## src/rtl/led_ctrl_pkg.sv

```systemverilog
// Purpose : shared types, sizes and helpers for the LED arbiter slice.
// Latency : n/a (declarations only).
// Backpressure: n/a.
package led_ctrl_pkg;

   localparam int N_REQ = 4;   // number of pattern requesters
   localparam int LED_W = 4;   // width of led_out and of each pattern

   typedef enum logic {
      ST_IDLE = 1'b0,
      ST_HOLD = 1'b1
   } state_t;

   // Pull requester idx's pattern out of the packed pattern bus.
   function automatic logic [LED_W-1:0] pat_slice(
      input logic [N_REQ*LED_W-1:0] pats,
      input logic [1:0]             idx
   );
      pat_slice = pats[int'(idx)*LED_W +: LED_W];
   endfunction

endpackage

```

## src/rtl/rr_pick4.sv

```systemverilog
// Purpose : combinational 4-way round-robin picker, search starts at last+1.
// Latency : 0 cycles (pure combinational).
// Backpressure: none; caller decides whether to act on the pick.
//
// Ports:
//   req    - request levels, bit i = requester i
//   last   - index of the previous winner
//   winner - chosen index (meaningful only when valid)
//   valid  - at least one request present
module rr_pick4
   import led_ctrl_pkg::*;
(
   input  logic [N_REQ-1:0] req,
   input  logic [1:0]       last,
   output logic [1:0]       winner,
   output logic             valid
);

   logic [1:0] idx;

   // Walk from the farthest offset (4 = last itself) down to the nearest
   // (1 = last+1) so the nearest requester in rotation order wins.
   always_comb begin
      winner = 2'd0;
      idx    = 2'd0;
      for (int i = N_REQ; i >= 1; i--) begin
         idx = last + 2'(i);
         if (req[idx]) begin
            winner = idx;
         end
      end
      valid = |req;
   end

endmodule

```

## src/rtl/led_arbiter.sv

```systemverilog
// Purpose : round-robin share of led_out among four requesters, fixed tick-timed hold per grant.
// Latency : grant registered on the edge req is seen; hold lasts HOLD_TICKS*TICK_DIV cycles, then >=1 dark cycle.
// Backpressure: none; requesters keep req high and wait, no preemption; dropping req aborts a hold.
//
// Ports:
//   clk, rst_n - clock and synchronous active-low reset
//   req        - request level per requester
//   req_pat    - packed 4-bit patterns, requester i at [4i+3:4i]
//   gnt        - one-hot grant (registered)
//   done       - one-cycle pulse after a hold completes normally
//   busy       - high while a grant is held
//   led_out    - registered LED drive
module led_arbiter
   import led_ctrl_pkg::*;
#(
   parameter int TICK_DIV   = 50000,
   parameter int HOLD_TICKS = 250
)(
   input  logic                   clk,
   input  logic                   rst_n,
   input  logic [N_REQ-1:0]       req,
   input  logic [N_REQ*LED_W-1:0] req_pat,
   output logic [N_REQ-1:0]       gnt,
   output logic                   done,
   output logic                   busy,
   output logic [LED_W-1:0]       led_out
);

   localparam int PW = $clog2(TICK_DIV);
   localparam int HW = $clog2(HOLD_TICKS + 1);
   localparam logic [PW-1:0] PRE_LAST  = PW'(TICK_DIV - 1);
   localparam logic [HW-1:0] HOLD_LAST = HW'(HOLD_TICKS - 1);

   state_t             state_q, state_d;
   logic [1:0]         last_q, last_d;
   logic [PW-1:0]      pre_q, pre_d;
   logic [HW-1:0]      hold_q, hold_d;
   logic [N_REQ-1:0]   gnt_q, gnt_d;
   logic               done_q, done_d;
   logic               busy_q, busy_d;
   logic [LED_W-1:0]   led_q, led_d;

   logic [1:0]         pick_idx;
   logic               pick_vld;
   logic               tick;
   logic               req_live;

   rr_pick4 u_pick (
      .req    (req),
      .last   (last_q),
      .winner (pick_idx),
      .valid  (pick_vld)
   );

   // Prescaler only runs in HOLD and is held at 0 otherwise, so tick
   // can only assert while a grant is active.
   assign tick     = (state_q == ST_HOLD) && (pre_q == PRE_LAST);
   // gnt_q is one-hot, so this is the granted requester's req bit.
   assign req_live = |(gnt_q & req);

   always_comb begin
      state_d = state_q;
      last_d  = last_q;
      pre_d   = pre_q;
      hold_d  = hold_q;
      gnt_d   = gnt_q;
      done_d  = 1'b0;
      busy_d  = busy_q;
      led_d   = led_q;

      case (state_q)
         ST_IDLE: begin
            gnt_d  = '0;
            busy_d = 1'b0;
            led_d  = '0;
            pre_d  = '0;
            hold_d = '0;
            if (pick_vld) begin
               state_d         = ST_HOLD;
               last_d          = pick_idx;
               gnt_d[pick_idx] = 1'b1;
               busy_d          = 1'b1;
               led_d           = pat_slice(req_pat, pick_idx);
            end
         end

         ST_HOLD: begin
            // Completion is tested before abort so a req drop on the
            // terminal edge still reports done.
            if (tick && (hold_q == HOLD_LAST)) begin
               done_d  = 1'b1;
               state_d = ST_IDLE;
               gnt_d   = '0;
               busy_d  = 1'b0;
               led_d   = '0;
               pre_d   = '0;
               hold_d  = '0;
            end else if (!req_live) begin
               state_d = ST_IDLE;
               gnt_d   = '0;
               busy_d  = 1'b0;
               led_d   = '0;
               pre_d   = '0;
               hold_d  = '0;
            end else if (tick) begin
               pre_d  = '0;
               hold_d = hold_q + 1'b1;
            end else begin
               pre_d  = pre_q + 1'b1;
            end
         end

         default: begin
            state_d = ST_IDLE;
            gnt_d   = '0;
            busy_d  = 1'b0;
            led_d   = '0;
            pre_d   = '0;
            hold_d  = '0;
         end
      endcase
   end

   always_ff @(posedge clk) begin
      if (!rst_n) begin
         state_q <= ST_IDLE;
         last_q  <= 2'd3;
         pre_q   <= '0;
         hold_q  <= '0;
         gnt_q   <= '0;
         done_q  <= 1'b0;
         busy_q  <= 1'b0;
         led_q   <= '0;
      end else begin
         state_q <= state_d;
         last_q  <= last_d;
         pre_q   <= pre_d;
         hold_q  <= hold_d;
         gnt_q   <= gnt_d;
         done_q  <= done_d;
         busy_q  <= busy_d;
         led_q   <= led_d;
      end
   end

   assign gnt     = gnt_q;
   assign done    = done_q;
   assign busy    = busy_q;
   assign led_out = led_q;

endmodule

```

## config.mk

```make
export PLATFORM = sky130hd
export DESIGN_NAME = led_arbiter
export DESIGN_NICKNAME = d
export VERILOG_FILES = /design/src/rtl/led_ctrl_pkg.sv /design/src/rtl/rr_pick4.sv /design/src/rtl/led_arbiter.sv
export SDC_FILE = /design/constraint.sdc
export NUM_CORES = 1
export LEC_CHECK = 0
export CORE_ASPECT_RATIO = 1.75
export CORE_MARGIN = 10
export CORE_UTILIZATION = 52
export CTS_CLUSTER_DIAMETER = 60
export DETAILED_ROUTE_END_ITERATION = 12
export PLACE_DENSITY = 0.87
export SYNTH_ARGS = -nofsm -noshare
export SYNTH_HDL_FRONTEND = slang
export SYNTH_HIERARCHICAL = 1
export SYNTH_SLANG_ARGS = --single-unit
```

## constraint.sdc

```tcl
create_clock -name clk -period 2.9 [get_ports clk]
set_input_delay 0.58 -clock clk [delete_from_list [all_inputs] [get_ports clk]]
set_output_delay 0.58 -clock clk [all_outputs]
set_load 0.005 [all_outputs]
```

After elaboration in Yosys (flattened, before gate mapping). Cells that the tools add are included.

Input port bits: 22. Word-level logic and storage cells: 69. Bits in registers: 37. Output and inout bits: 10.

Muxes and demuxes: 36. Reduce and logical (&&, ||, !) cells: 7. Bitwise logic cells: 2. Magnitude comparators: 6. Equal/unequal tests: 4. Shift-type cells: 1. Add/subtract/negate cells: 5.

Operators with widths (number): $mux 16 (3); $pmux 16 s2 (1); $mux 8 (3); $add 16x1->16 const B (1); $eq 16x16->1 const B (1); $mux 4 (4); $pmux 4 s2 (2); $pmux 8 s2 (1); $shiftx 16x5->4 (1); $lt 2x3->1 const B (5); $mux 1 (11); $add 8x1->8 const B (1); $bmux 1 s2 (4); $eq 8x8->1 const B (1); $mux 2 (4); $reduce_or 4->1 (2); $add 2x2->2 const B (2); $and 4x4->4 (1); $ne 4x3->1 const B (1); $pmux 1 s2 (2); $reduce_and 2->1 (2); $logic_and 1x1->1 (3); $ne 3x2->1 const B (1); $add 2x1->2 const B (1); 3 further kinds (3).

Logic depth before layout (Yosys ltp). Gate-level depths: netlist (run 1).

Depth in word-level cells: 12. Gate-level depth with buffers: 7. Gate-level depth less buffers: 6.

Cells and area by module. The synthesis (run 1) kept the hierarchy.

Modules (own cells, without submodules): led_arbiter (instances 1, cells each 183, seq. area each 740.7 um2, area each 1773.0 um2); rr_pick4 (instances 1, cells each 14, seq. area each 0.0 um2, area each 91.3 um2).

Least setup slack after synthesis (run 1). Ideal clock, no wire load.

Path kind: in2reg. From: in req[2]. To: reg led_q[0] (netlist: led_out[0]). Required time: 2.783 ns. Stages: 6. Data arrival time: 2.089 ns. Library setup time: 0.117 ns. Slack: 0.693 ns. Buffers on the path: 1. Cells stage by stage: and2b_1 > a21oi_2 > o221ai_2 > buf_1 > mux4_2 > a32o_1.

Longest elaborated chain between the ends: 9. Elaborated cells on any way between the ends: 19. Those cells by class: eq/ne (1); shift (1); mux (14); bitwise (1); reduce/logical (2).

RTL lines: start: declaration (RTL line led_arbiter.sv:21) `input logic [N_REQ-1:0] req,`; $bmux 1 s2 (RTL line rr_pick4.sv:28) `if (req[idx]) begin`; $mux 1 (not written as such) (RTL line rr_pick4.sv:28); $mux 2 (3 in a row) (RTL line rr_pick4.sv:28); $mux 2 * (RTL line rr_pick4.sv:28); via pick_idx[0] (RTL line led_arbiter.sv:43) `logic [1:0] pick_idx;`; $shiftx 16x5->4 * (RTL line led_ctrl_pkg.sv:19) `pat_slice = pats[int'(idx)*LED_W +: LED_W];`; $mux 4 * (RTL line led_arbiter.sv:78) `if (pick_vld) begin`; $pmux 4 s2 * (RTL line led_arbiter.sv:71) `case (state_q)`; end signal: assignment (RTL line led_arbiter.sv:142) `led_q <= led_d;`; end: declaration (RTL line led_arbiter.sv:41) `logic [LED_W-1:0] led_q, led_d;`.

The timed path passes the listed nets; every way through them passes the cells marked *. The select of a mux whose other input is x is not followed. A chain may end at the register's enable or synchronous reset.

Worst setup path in the final report (run 1).
From: in req[3]. To: reg led_q[1] (netlist: led_out[1]).

Same word-level chain as after synthesis.

==> qor_table.md, run 1 <==
| Quantity | Value |
|:---|:---|
| Result of the run | complete, no violations |
| Hold depth | 1 |
| FF-to-FF path depth | 5 |
| Endpoint class of the critical path | flop |
| Worst slew slack as a fraction of its limit | 63.7% |
| Setup TNS | 0 ns |
| Number of buffers created by CTS | 5 |
| Setup slack on the worst flop-to-flop path | 0.78 ns |
| Total via count in the routed design | 1567 |
| Antenna-violating nets left | 0 |
| Share of post-route cells with drive strength above 1 | 9.96% |
| First-iteration detailed-routing DRC count | 49 |
| CP Data Arrival Time | 2.64 ns |
| Critical R2R Capture | pre_q[7] |
| Transition at the pin with the smallest max-transition slack | 0.539 ns |
| Estimated wirelength of the detail-placed design | 3310 um |
| Mean area per synthesized cell | 9.46 um2 |
| Std-Cell Core Area | 0.00343 mm2 |
| GP Congestion | 0.829 |
| Final hold viol count | 0 |
| Category of the critical setup timing path | in -> reg |
| Count of port buffers added during placement | 31 |
| Initial antenna violation count | 0 |
| Most area-consuming cells after synthesis | dfxtp_1, mux2i_1, mux4_2 |
| Post-Route Utilization | 67.7% |
| Peak ir drop on the vdd network | 0.431 mV |
| Die width | 65.3 um |
| Number of maximum-capacitance violations | 0 |
| Unrepaired setup endpoints after global routing | false |
| Most used cells in the layout excluding fill and tap cells | dfxtp_1, clkdlybuf4s50_1, nand2_1 |
| Post-Syn Nets | 222 |
| Count of clock tree sinks | 37 |
| Final number of setup-violating endpoints | 0 |
| Max clock buf depth | 2 |
| Maximum clock frequency | 0.408 GHz |
| Post-route total power | 1160 uW |
| Clock root cell | clkbuf_8 |
| CTS resizes | 0 |
| Kind of start point of the critical path | input port |
| Tcrit/Tclk final | 84.6% |
| Share of synthesized flip-flops with an asynchronous set or reset | 0% |
| Number of remaining DRC errors | 0 |
| Area Growth Syn to Fin | 24.7% |
| Prevailing post-synth register cell | dfxtp_1 |
| Start point of the worst min-delay path | pre_q[0] |
| Leading cell type in the layout, fill and taps excluded | dfxtp_1 |
| Total iterations of the first detailed-routing run | 4 |
| Hold_buf cts | 0 |
| Startpoint of the worst register-to-register path | pre_q[13] |
| Cell area after synthesis | 0.00186 mm2 |
| Part of the Yosys area used for sequential elements | 39.7% |
| Maximum number of pins on one net before global-route repair | 16 |
| Wire length of the first global-routing pass | 7330 um |
| Total Nets Final | 256 |
| Seq cells post-synth | 37 |
| CP Data Required Time | 3.09 ns |
| Overall overflow remaining after global route | 0 |
| Total Routing Usage GR | 13.9% |
| Cell type with the largest total area after synthesis | dfxtp_1 |
| Clock latency of the later-clocked register in the worst-skew pair | 0.29 ns |
| Wire length reported by the detailed router | 4310 um |
| Number of max-slew violations in the final report | 0 |
| Fin crit period | 2.45 ns |
| Detailed-route wire length per cell | 15.6 um |
| Die Footprint | 0.00647 mm2 |
| Power density over the cells | 498 mW/mm2 |
| Gate count of the mapped netlist | 197 |
| Number of distinct standard cells referenced by the synthesized netlist | 47 |
| Die height | 99.2 um |
| Proportion of netlist area held by the largest area contributor | 39.7% |
| Post-CTS clock slew at the launch and capture registers of the worst setup and hold paths | 0.07 ns |
| Number of enable-type register cells in the synthesized netlist | 0 |
| Hold Path End | pre_q[0] |
| Effective utilization at floorplan | 54.3% |
| CTS tree | yes |
| Site row count | 28 |
| Top-Level Pins | 32 |
| Worst-path fanout max | 8 |
| Via count of the first global-routing pass | 1611 |
| Synth warn | 6 |
| Maximum clock skew at final layout | 0.00640 ns |
| Type of the most critical hold path | reg -> reg |
| Vias per Instance | 5.68 |
| Number of setup buffers added after CTS | 0 |
| Ant. Diodes | 0 |
| Number of levels in the clock H-tree | 2 |
| Leakage power | 0.000800 uW |
final cells by class:
class,count,area [um2]
Fill cell,298,1110
Multi-Input combinational cell,145,1050
Sequential cell,37,741
Timing Repair Buffer,37,355
Clock buffer,5,68.8
Tap cell,45,56.3
Clock inverter,2,35.0
Inverter,5,18.8
layer usage:
metal	track usage, %	vias up	wire (um)
li1	-	783	-
met1	13.6	748	1580
met2	24.5	30	2390
met3	5.84	6	264
met4	6.29	0	74
met5	0	-	0
cell usage after synthesis, types with 3 or more instances:
master / count
and4_1: 3
nor2_1: 17
and3_1: 4
mux2i_1: 9
xor2_1: 6
nand4_1: 3
dfxtp_1: 37
mux4_2: 4
nor3_1: 5
nand3_1: 9
nand2b_1: 8
o211ai_1: 6
a21oi_1: 9
clkbuf_1: 5
nand2_1: 18
a32o_1: 4
xnor2_1: 7
inv_1: 5
ha_1: 3
critical path: stages:
cell and delay (ns):
clkdlybuf4s50_1 0.54, and2b_1 0.18, a21oi_2 0.04, o221ai_2 0.46, mux4_2 0.58, a32o_1 0.26
report_power, final:
| group | leakage (uW) | switching, uW | internal (uW) |
|---|---|---|---|
| logic | 0.000446 | 73.8 | 107 |
| clock network | 0.0000540 | 180 | 250 |
| registers | 0.000300 | 18.9 | 530 |
state kept, by name (all words and copies together), names as in the netlist:
signal   cells
busy         1
done         1
gnt          4
hold_q       8
last_q       2
led_out      4
pre_q       16
state_q      1
cells by family after synthesis:
kind of cell,Yosys count,share of synthesized area [%]
buffers and inverters,15,3.96
XOR/XNOR,13,6.11
AND/OR/NAND/NOR,79,23.9
adder cells (fa/ha/maj),3,2.01
flip-flops,37,39.7
multiplexers,13,9.66
AO/OA/AOI/OAI,37,14.6
worst max path at each step:
| stage | end | slack [ns] | cells after the start | from |
|---|---|---|---|---|
| global route | led_out[2] | 0.31 | 6 | req[3] |
| detailed placement | led_out[1] | 0.12 | 6 | req[3] |
| global placement | led_out[1] | 0.18 | 6 | req[3] |
| floorplan | led_out[0] | 0.69 | 6 | req[2] |
| CTS | led_out[1] | 0.43 | 6 | req[3] |
| finish | led_out[1] | 0.45 | 6 | req[3] |
stage by stage:
stage               setup slack, ns  instances  hold slack, ns  cell area [um2]
floorplan                     0.693        197           0.418             1860
global placement              0.180        269           0.429             2220
detailed placement            0.115        269           0.437             2220
CTS                           0.428        276           0.448             2320
global route                  0.309        276           0.484             2320
finish                        0.447        276           0.446             2320
No activity file was read; power rests on OpenSTA's default activity.
==> inputs of run 2 (changes only) <==
--- a/config.mk
+++ b/config.mk
@@ -7,10 +7,10 @@
 export LEC_CHECK = 0
 export CORE_ASPECT_RATIO = 1.75
 export CORE_MARGIN = 10
-export CORE_UTILIZATION = 52
+export CORE_UTILIZATION = 47
 export CTS_CLUSTER_DIAMETER = 60
 export DETAILED_ROUTE_END_ITERATION = 12
-export PLACE_DENSITY = 0.87
+export PLACE_DENSITY = 0.83
 export SYNTH_ARGS = -nofsm -noshare
 export SYNTH_HDL_FRONTEND = slang
 export SYNTH_HIERARCHICAL = 1
==> constraint.sdc (replaced) <==
create_clock -name clk -period 2 [get_ports clk]
set_input_delay 0.4 -clock clk [delete_from_list [all_inputs] [get_ports clk]]
set_output_delay 0.4 -clock clk [all_outputs]
set_load 0.005 [all_outputs]
==> qor_table.md, run 2 (synthesis gave the netlist of run 1 again) <==
| Quantity | Value | Delta |
|:---|:---|:---|
| Result of the run | complete, no violations | unchanged |
| Std-Cell Core Area | 0.00387 mm2 | was 0.00343 mm2 |
| Cells along the critical path | nand2b_1 -> a21oi_2 -> o221ai_2 -> buf_6 -> mux4_2 -> a32o_1 | was clkdlybuf4s50_1 -> and2b_1 -> a21oi_2 -> o221ai_2 -> mux4_2 -> a32o_1 |
| Clock latency of the later-clocked register in the worst-skew pair | 0.28 ns | was 0.29 ns |
| Power density over the cells | 657 mW/mm2 | was 498 mW/mm2 |
| Start point of the worst min-delay path | pre_q[0] | unchanged |
| Category of the critical setup timing path | reg -> reg | was in -> reg |
| CP Data Arrival Time | 2.06 ns | was 2.64 ns |
| Number of remaining DRC errors | 0 | unchanged |
| Number of maximum-capacitance violations | 0 | unchanged |
| Number of flip-flops in the largest register | 16 | unchanged |
| Via count of the first global-routing pass | 1816 | was 1611 |
| Critical R2R Capture | led_out[1] | was pre_q[7] |
| Ant. Diodes | 0 | unchanged |
| Effective utilization at floorplan | 48.2% | was 54.3% |
| Total iterations of the first detailed-routing run | 4 | unchanged |
| Post-CTS clock slew at the launch and capture registers of the worst setup and hold paths | 0.07 ns | about the same |
| Top-Level Pins | 32 | unchanged |
| Total Nets Final | 273 | was 256 |
| Area of placed instances | 0.00235 mm2 | was 0.00222 mm2 |
| Number of setup buffers added after CTS | 0 | unchanged |
| Fin worst setup slack | 0.112 ns | was 0.447 ns |
| Longest individual stage delay on the worst path | 0.49 ns | was 0.58 ns |
| Design area | 0.00244 mm2 | was 0.00232 mm2 |
| Worst slew slack as a fraction of its limit | 68.9% | was 63.7% |
| Total via count in the routed design | 1682 | was 1567 |
| Die height | 103 um | was 99.2 um |
| CP Data Required Time | 2.18 ns | was 3.09 ns |
| Transition at the pin with the smallest max-transition slack | 0.462 ns | was 0.539 ns |
| First-iteration detailed-routing DRC count | 104 | was 49 |
| Maximum clock skew at final layout | 0.00417 ns | was 0.00640 ns |
| Critical path buffer and inverter count | 1 | unchanged |
| Wire length of the first global-routing pass | 7890 um | was 7330 um |
| Site row count | 30 | was 28 |
| Capture point of the critical path | led_out[1] | unchanged |
| Estimated wirelength of the detail-placed design | 3550 um | was 3310 um |
| Endpoint class of the critical path | flop | unchanged |
| Final number of setup-violating endpoints | 0 | unchanged |
| Top cell family by delay on the critical path | compound AO/OA/AOI/OAI gates | unchanged |
| Die width | 67.6 um | was 65.3 um |
| Count of clock tree sinks | 37 | unchanged |
| Type of the most critical hold path | reg -> reg | unchanged |
| Kind of start point of the critical path | flop | was input port |
| Number of max-slew violations in the final report | 0 | unchanged |
| Die Footprint | 0.00699 mm2 | was 0.00647 mm2 |
| Setup slack on the worst flop-to-flop path | 0.11 ns | was 0.78 ns |
| Wire length reported by the detailed router | 4480 um | was 4310 um |
| Detailed-route wire length per cell | 15.1 um | was 15.6 um |
| Crit path depth | 6 | unchanged |
| Initial antenna violation count | 0 | unchanged |
| FF-to-FF path depth | 6 | was 5 |
| Peak ir drop on the vdd network | 0.573 mV | was 0.431 mV |
| Antenna-violating nets left | 0 | unchanged |
| Count of port buffers added during placement | 31 | unchanged |
| Worst-path fanout max | 7 | was 8 |
| Vias per Instance | 5.68 | about the same |
| Number of levels in the clock H-tree | 2 | unchanged |
| Startpoint of the worst register-to-register path | last_q[1] | was pre_q[13] |
| Place WS | -0.375 ns | was 0.115 ns |
| Leakage power | 0.000886 uW | was 0.000800 uW |
| Maximum clock frequency | 0.530 GHz |  |
| Tcrit/Tclk final | 94.4% |  |
| GP Congestion | 0.804 | was 0.829 |
| Crit. Startpoint | last_q[1] | was req[3] |
| Most used cells in the layout excluding fill and tap cells | dfxtp_1, clkdlybuf4s50_1, buf_4 | was dfxtp_1, clkdlybuf4s50_1, nand2_1 |
| Maximum number of pins on one net before global-route repair | 19 | was 16 |
| Clock root cell | clkbuf_8 | unchanged |
| Max clock buf depth | 2 | unchanged |
| Fin crit period | 1.89 ns |  |
| Total Routing Usage GR | 14.1% | was 13.9% |
| Overall overflow remaining after global route | 0 | unchanged |
| Unrepaired setup endpoints after global routing | false | unchanged |
| Final hold viol count | 0 | unchanged |
| Biggest register | pre_q | unchanged |
| Number of buffers created by CTS | 5 | unchanged |
| Largest registers ranked by flip-flop count | pre_q (16), hold_q (8) | unchanged |
| CTS tree | yes | unchanged |
| Leading cell type in the layout, fill and taps excluded | dfxtp_1 | unchanged |
| Share of post-route cells with drive strength above 1 | 16.1% | was 9.96% |
| Cell with the largest stage delay on the worst path | mux4_2 | unchanged |
| Filler cell count in the final layout | 311 | was 298 |
| Post-Route Utilization | 63.2% | was 67.7% |
| Area Growth Syn to Fin | 31.1% | was 24.7% |
| Setup TNS | 0 ns | unchanged |
==> run 2: layer usage <==
metal | GRT usage [%] | routed length, um | vias to the layer above
met5 | 0 | 0 | -
met4 | 5.08 | 95 | 0
met3 | 6.15 | 325 | 10
met2 | 25.6 | 2470 | 51
met1 | 13.4 | 1590 | 807
li1 | - | - | 814
==> run 2: power by group <==
| part | leakage, uW | switching [uW] | internal [uW] | total (uW) |
|---|---|---|---|---|
| clock network | 0.0000443 | 246 | 273 | 519 |
| registers | 0.000300 | 28.7 | 768 | 797 |
| logic | 0.000541 | 112 | 179 | 291 |
==> run 2: worst min path at each step <==
stage	to	slack, ns	cells after the start
after global routing	pre_q[0]	0.47	1
after global placement	pre_q[0]	0.43	1
after detailed placement	pre_q[0]	0.44	1
after CTS	pre_q[0]	0.45	1
final	pre_q[0]	0.45	1
after floorplan	pre_q[0]	0.42	1
==> run 2: through the flow <==
stage / total power [uW] / hold WS, ns / cells
final: 1610 / 0.446 / 296
after global routing: 1680 / 0.471 / 296
after CTS: 1620 / 0.449 / 296
after detailed placement: 1100 / 0.440 / 289
after global placement: 1090 / 0.430 / 289
after floorplan: 943 / 0.418 / 197
==> run 2: what timing repair did <==
action | in CTS | in global routing
setup endpoints to repair | 5 | 4
hold buffers | 0 | 0
gates resized for setup | 4 | 1
endpoints found under the hold margin | 0 | 0
==> run 2: area by class of cell <==
class                      instances  area, um2  area share (%)
multi-input combinational        145       1050            43.0
sequential                        37        741            30.3
timing repair buffer              54        487            19.9
clock buffer                       7       86.3            3.53
tap                               48       60.1            2.46
inverter                           5       18.8           0.768
